## src/rtl/shapool_pkg.sv

```systemverilog
// Shared definitions for the shapool scheduler: FSM state encoding and
// width helpers derived from the top-level parameters.
package shapool_pkg;

    typedef enum logic [2:0] {
        ST_IDLE  = 3'd0,
        ST_PRIME = 3'd1,
        ST_RUN   = 3'd2,
        ST_DRAIN = 3'd3,
        ST_DONE  = 3'd4
    } state_t;

    function automatic int rounds_log2(input int rounds);
        return $clog2(rounds);
    endfunction

    function automatic int local_width(input int nonce_width, input int pool_size_log2);
        return nonce_width - pool_size_log2;
    endfunction

endpackage

```

## src/rtl/shapool_round_counter.sv

```systemverilog
// Round index counter for one hash window: enable, synchronous clear and a
// flag marking the last round of the window.
module shapool_round_counter #(
    parameter int ROUNDS = 64,
    parameter int W      = 6
) (
    input  logic         clk,
    input  logic         reset,
    input  logic         i_clr,
    input  logic         i_en,
    output logic [W-1:0] o_count,
    output logic         o_window_end
);

    logic [W-1:0] r_count;

    // Round counter; wraps naturally because ROUNDS is a power of two.
    always_ff @(posedge clk) begin
        if (reset) begin
            r_count <= {W{1'b0}};
        end else if (i_clr) begin
            r_count <= {W{1'b0}};
        end else if (i_en) begin
            r_count <= r_count + {{(W-1){1'b0}}, 1'b1};
        end else begin
            r_count <= r_count;
        end
    end

    assign o_count      = r_count;
    assign o_window_end = (r_count == W'(ROUNDS - 1));

endmodule

```

## src/rtl/shapool_scheduler.sv

```systemverilog
// Sequences the shapool hashing pipeline: primes the pool, steps the local
// nonce once per window, and reports the corrected winning nonce or exhaustion.
module shapool_scheduler
    import shapool_pkg::*;
#(
    parameter int NONCE_WIDTH    = 32,
    parameter int POOL_SIZE_LOG2 = 2,
    parameter int ROUNDS         = 64
) (
    input  logic                                                clk,
    input  logic                                                reset,
    input  logic                                                start,
    input  logic                                                halt,
    input  logic [local_width(NONCE_WIDTH, POOL_SIZE_LOG2)-1:0] nonce_init,
    input  logic                                                shapool_success,
    output logic                                                shapool_clear,
    output logic [rounds_log2(ROUNDS)-1:0]                      round_idx,
    output logic [local_width(NONCE_WIDTH, POOL_SIZE_LOG2)-1:0] nonce,
    output logic                                                busy,
    output logic                                                done,
    output logic                                                result_valid,
    output logic [local_width(NONCE_WIDTH, POOL_SIZE_LOG2)-1:0] result_nonce,
    output logic                                                exhausted
);

    localparam int LW = local_width(NONCE_WIDTH, POOL_SIZE_LOG2);
    localparam int RL = rounds_log2(ROUNDS);

    state_t          r_state;
    logic [LW-1:0]   r_nonce;
    logic [LW-1:0]   r_result_nonce;
    logic            r_result_valid;
    logic            r_exhausted;
    logic            r_clear;
    logic            r_busy;
    logic            r_done;

    state_t          w_state_nxt;
    logic [LW-1:0]   w_nonce_nxt;
    logic [LW-1:0]   w_result_nonce_nxt;
    logic            w_result_valid_nxt;
    logic            w_exhausted_nxt;
    logic            w_clear_nxt;
    logic            w_cnt_clr;
    logic            w_window_end;
    logic            w_nonce_last;
    logic [RL-1:0]   w_round;

    shapool_round_counter #(
        .ROUNDS (ROUNDS),
        .W      (RL)
    ) u_round_counter (
        .clk          (clk),
        .reset        (reset),
        .i_clr        (w_cnt_clr),
        .i_en         (r_busy),
        .o_count      (w_round),
        .o_window_end (w_window_end)
    );

    assign w_nonce_last = (r_nonce == {LW{1'b1}});

    // Next-state and result capture; a window-end success beats halt, halt beats window rollover.
    always_comb begin
        w_state_nxt        = r_state;
        w_nonce_nxt        = r_nonce;
        w_result_nonce_nxt = r_result_nonce;
        w_result_valid_nxt = r_result_valid;
        w_exhausted_nxt    = r_exhausted;
        w_clear_nxt        = 1'b0;
        w_cnt_clr          = 1'b0;
        case (r_state)
            ST_IDLE, ST_DONE: begin
                if (start) begin
                    w_state_nxt        = ST_PRIME;
                    w_nonce_nxt        = nonce_init;
                    w_result_nonce_nxt = {LW{1'b0}};
                    w_result_valid_nxt = 1'b0;
                    w_exhausted_nxt    = 1'b0;
                    w_clear_nxt        = 1'b1;
                    w_cnt_clr          = 1'b1;
                end else begin
                    w_state_nxt = r_state;
                end
            end
            ST_PRIME: begin
                if (halt) begin
                    w_state_nxt = ST_DONE;
                end else if (w_window_end && w_nonce_last) begin
                    w_state_nxt = ST_DRAIN;
                end else if (w_window_end) begin
                    w_state_nxt = ST_RUN;
                    w_nonce_nxt = r_nonce + LW'(1);
                end else begin
                    w_state_nxt = ST_PRIME;
                end
            end
            ST_RUN: begin
                // The pool reports one window late, so the winner is the previous nonce.
                if (w_window_end && shapool_success) begin
                    w_state_nxt        = ST_DONE;
                    w_result_valid_nxt = 1'b1;
                    w_result_nonce_nxt = r_nonce - LW'(1);
                end else if (halt) begin
                    w_state_nxt = ST_DONE;
                end else if (w_window_end && w_nonce_last) begin
                    w_state_nxt = ST_DRAIN;
                end else if (w_window_end) begin
                    w_nonce_nxt = r_nonce + LW'(1);
                end else begin
                    w_state_nxt = ST_RUN;
                end
            end
            ST_DRAIN: begin
                if (w_window_end && shapool_success) begin
                    w_state_nxt        = ST_DONE;
                    w_result_valid_nxt = 1'b1;
                    w_result_nonce_nxt = r_nonce;
                end else if (halt) begin
                    w_state_nxt = ST_DONE;
                end else if (w_window_end) begin
                    w_state_nxt     = ST_DONE;
                    w_exhausted_nxt = 1'b1;
                end else begin
                    w_state_nxt = ST_DRAIN;
                end
            end
            default: begin
                w_state_nxt = ST_IDLE;
            end
        endcase
    end

    // State, nonce, result and status registers.
    always_ff @(posedge clk) begin
        if (reset) begin
            r_state        <= ST_IDLE;
            r_nonce        <= {LW{1'b0}};
            r_result_nonce <= {LW{1'b0}};
            r_result_valid <= 1'b0;
            r_exhausted    <= 1'b0;
            r_clear        <= 1'b0;
            r_busy         <= 1'b0;
            r_done         <= 1'b0;
        end else begin
            r_state        <= w_state_nxt;
            r_nonce        <= w_nonce_nxt;
            r_result_nonce <= w_result_nonce_nxt;
            r_result_valid <= w_result_valid_nxt;
            r_exhausted    <= w_exhausted_nxt;
            r_clear        <= w_clear_nxt;
            r_busy         <= (w_state_nxt == ST_PRIME) || (w_state_nxt == ST_RUN) ||
                              (w_state_nxt == ST_DRAIN);
            r_done         <= (w_state_nxt == ST_DONE);
        end
    end

    assign shapool_clear = r_clear;
    assign round_idx     = w_round;
    assign nonce         = r_nonce;
    assign busy          = r_busy;
    assign done          = r_done;
    assign result_valid  = r_result_valid;
    assign result_nonce  = r_result_nonce;
    assign exhausted     = r_exhausted;

endmodule

```

## config.mk

```make
export PLATFORM = sky130hd
export DESIGN_NAME = shapool_scheduler
export DESIGN_NICKNAME = d
export VERILOG_FILES = /design/src/rtl/shapool_pkg.sv /design/src/rtl/shapool_round_counter.sv /design/src/rtl/shapool_scheduler.sv
export SDC_FILE = /design/constraint.sdc
export NUM_CORES = 1
export LEC_CHECK = 0
export ABC_CLOCK_PERIOD_IN_PS = 2300
export BUFFER_PORTS_ARGS = -buffer_cell sky130_fd_sc_hd__buf_2
export CELL_PAD_IN_SITES_DETAIL_PLACEMENT = 0
export CELL_PAD_IN_SITES_GLOBAL_PLACEMENT = 1
export CORE_ASPECT_RATIO = 0.5
export CORE_MARGIN = 2
export CORE_UTILIZATION = 30
export CTS_BUF_LIST = sky130_fd_sc_hd__clkbuf_8
export CTS_CLUSTER_DIAMETER = 100
export DETAILED_ROUTE_END_ITERATION = 16
export HOLD_SLACK_MARGIN = 0.03
export PLACE_DENSITY_LB_ADDON = 0.1
export SYNTH_ARGS = -nofsm -noshare
export SYNTH_HDL_FRONTEND = slang
export SYNTH_SLANG_ARGS = --single-unit
```

## constraint.sdc

```tcl
create_clock -name clk -period 2.3 [get_ports clk]
set_input_delay 0.69 -clock clk [delete_from_list [all_inputs] [get_ports clk]]
set_output_delay 0.69 -clock clk [all_outputs]
set_load 0.1 [all_outputs]
```

==> impl_metrics.csv <==
group,metric,value,unit
sta,rsz0062_at_grt,"no",
sta,finClkSkew,10.7,ps
clock_network,insertion_delay,360,ps
pwr,p_leak,0.00225,uW
pwr,p_comb_share,33.9,%
synth,ys_types,65,
synth,synthesis.nets,608,
synth,synth_top_area_cell,"dfxtp_1",
floorplan,core-area,14400,um^2
floorplan,ioPinCount,106,
synth,ys_seq_area_share,33.9,%
synth,netlist_top_cells_area,"dfxtp_1 (34%), nand2_1 (6.4%), a21oi_1 (6.1%)",
clock_network,post_cts_buffers,0,
pwr,switching_power,1460,uW
clock_network,clock_sinks,74,
floorplan,die_w,175,um
pwr,ir_drop,0.000229,V
clock_network,clk_pin_slew_worst_paths,80,ps
cells_and_area,fin_area,5610,um^2
sta,slew_violations,0,
clock_network,cts_buffer_depth,2,
sta,fmax,0.454,GHz
worst_setup_path,worstPathCellList,"or3_4 -> nor4_4 -> and3_2 -> o2111ai_1 -> o311ai_2 -> o311ai_1",
synth,post_synth.cell_area_avg,7.67,um^2
worst_setup_path,worstSetupStartpointType,"flip-flop",
synth,synth_edf_count,0,
synth,synth_top_flop_cell,"dfxtp_1",
routing,dr.pass1.iters,7,
job,max_cap_violations,0,
sta,slew_headroom,63.5,%
routing,wirelength,15.9,mm
clock_network,cts_inserted_buffers,9,
cells_and_area,area_growth,28.4,%
sta,period_needed,2200,ps
floorplan,start_util,30.4,%
routing,vias,4679,
sta,finalSetupViolations,0,
sta,hold_violations,0,
clock_network,htree_levels,3,
worst_setup_path,end_kind,"flip-flop",
cells_and_area,drive_gt1_share,33.8,%
grt,antenna_found_initial,0,
routing,wl_per_cell,17.6,um
worst_setup_path,worst-setup-path-type,"flip-flop to flip-flop",
placed_design,numPortBuffers,105,
synth,synth_top_area_share,33.9,%
routing,drc,0,
synth,ys.warnings.count,0,
routing,first_iter_violations,347,
grt,grt_start_max_net_pins,36,
floorplan,die_h,89.3,um
grt,gr-total-overflow,0,
pwr,intPower,2210,uW
floorplan,rows,31,
pwr,swShare,39.9,%
pwr,pwr-share-clk,27.0,%
grt,grt.total_usage,20.5,%
synth,synth-seq-cells,74,
sta,worst_pin_slew,548,ps
clock_network,post_cts_resized,0,
grt,grt_first_pass_wirelength,24.6,mm
pwr,p_seq_share,39.1,%
clock_network,cts_root_buf,"clkbuf_8",
routing,vias_per_cell,5.20,
synth,syn_inst,570,
grt,grt_pass1_vias,4179,
synth,async_flop_share,0,%
hold_path,hold_path.class,"flip-flop to flip-flop",
placed_design,placed_area,5420,um^2
worst_setup_path,slowest_stage,"or3_4",
floorplan,dieArea,15600,um^2
worst_setup_path,worstPathArrival,2420,ps
clock_network,cts_tree,"yes",
clock_network,holdBufCountCts,0,
worst_setup_path,worstPathRequired,2520,ps
worst_setup_path,slowest_delay,440,ps
cells_and_area,fin_nets,734,
pwr,p_per_area,654,nW/um^2
routing,antenna_left,0,
synth,synthesis.area,4370,um^2
cells_and_area,antennaDiodeCount,0,
status,status,"completed",
placed_design,place_congestion,0.846,
worst_setup_path,cp_max_fo,7,
sta,finalSetupTns,0,ps
placed_design,dp_hpwl,12.0,mm
sta,finalCritPeriodShare,95.7,%
placed cells by master (no fill, tap or decap), types with 5 or more instances in the layout:
cell type and instances:
dfxtp_1 41, buf_4 56, nor2_1 60, nand4_1 13, nand2b_1 12, xnor2_1 17, and2_1 5, nand3_1 16
nand2_1 74, clkbuf_8 9, inv_1 7, buf_2 105, a211oi_1 5, or3_1 6, nor4_1 9, nor3_1 29
xor2_1 14, o41ai_1 6, a21oi_1 53, dfxtp_2 29, o32ai_1 10, o21ai_0 32
power groups by stage:
stage / combinational, uW / sequential, uW / clock, uW
after floorplan: 530 / 1810 / 0
after global placement: 1230 / 1470 / 0
after detailed placement: 1230 / 1470 / 0
after CTS: 1240 / 1440 / 1030
after global routing: 1330 / 1450 / 1080
final: 1240 / 1440 / 991
worst max-delay path: cells and delay by family, from the launching register on:
family	cells	cell delay, ps
AND/OR/NAND/NOR	3	890
flip-flops	1	390
AO/OA/AOI/OAI	3	780
metrics by stage:
step	cells	hold WS [ps]	utilization [%]	setup slack [ps]	total power (uW)
after global placement	883	434	37.7	123	2700
after global routing	899	474	39.1	16.5	3850
after detailed placement	883	440	37.7	102	2700
after floorplan	570	603	-	17.3	2340
final	899	446	39.1	97.9	3670
after CTS	899	450	39.0	43.1	3700
cells in the mapped netlist, drive strengths merged (2+ instances only):
cell and number:
o31ai 3, nand2b 12, ha 3, a31oi 4
buf 23, o41ai 6, a21oi 53, nor4 15
nand3b 3, a21o 3, o311ai 3, clkbuf 26
or3 9, dfxtp 74, and2 5, o32ai 10
nor2 60, nor2b 5, nand2 76, xor2 14
nand4 13, a31o 2, o22ai 2, and4 2
o21a 4, o21ai 35, and3 6, xnor2 17
a22oi 3, a211oi 7, o31a 2, inv 3
a22o 2, nor3 32, nand3 20
worst paths after layout:
check / cells after the start / slack [ps] / to / start
setup / recovery: 6 / 100 / result_nonce[24] / nonce[13]
hold / removal: 2 / 450 / result_nonce[22] / result_nonce[22]
setup reg to reg: 6 / 100 / result_nonce[24] / nonce[13]
hold reg to reg: 2 / 450 / result_nonce[22] / result_nonce[22]
sequential cells by signal, summed over array words and instances (netlist names), 3 cells and up:
name and count:
result_nonce 30, nonce 30, r_state 3, u_round_counter.o_count 6
routing by layer:
layer / vias up / global-route usage [%] / share of wire, %
li1: 2295 / - / -
met1: 2244 / 30.7 / 52
met2: 129 / 30.3 / 41
met3: 11 / 4.04 / 5.4
met4: 0 / 4.09 / 0.72
met5: - / 0 / 0
logic make-up (layout without fill, tap and decap cells):
| logic type | count (synthesis) | in the layout | synth area share [%] |
|---|---|---|---|
| AO/OA/AOI/OAI | 147 | 147 | 21.5 |
| multiplexers | 1 | 1 | 0.229 |
| XOR/XNOR | 31 | 31 | 6.21 |
| buffers and inverters | 52 | 183 | 6.16 |
| flip-flops | 74 | 74 | 33.9 |
| adder cells (fa/ha/maj) | 3 | 3 | 0.859 |
| AND/OR/NAND/NOR | 262 | 262 | 31.1 |
cell type report:
cell class	instances	area, um^2
clock buffer	9	124
clock inverter	7	55.1
fill	1563	8740
inverter	3	11.3
multi-input combinational	444	2630
sequential	74	1530
tap	198	248
timing repair buffer	164	1010
No activity file was read; power rests on OpenSTA's default activity.
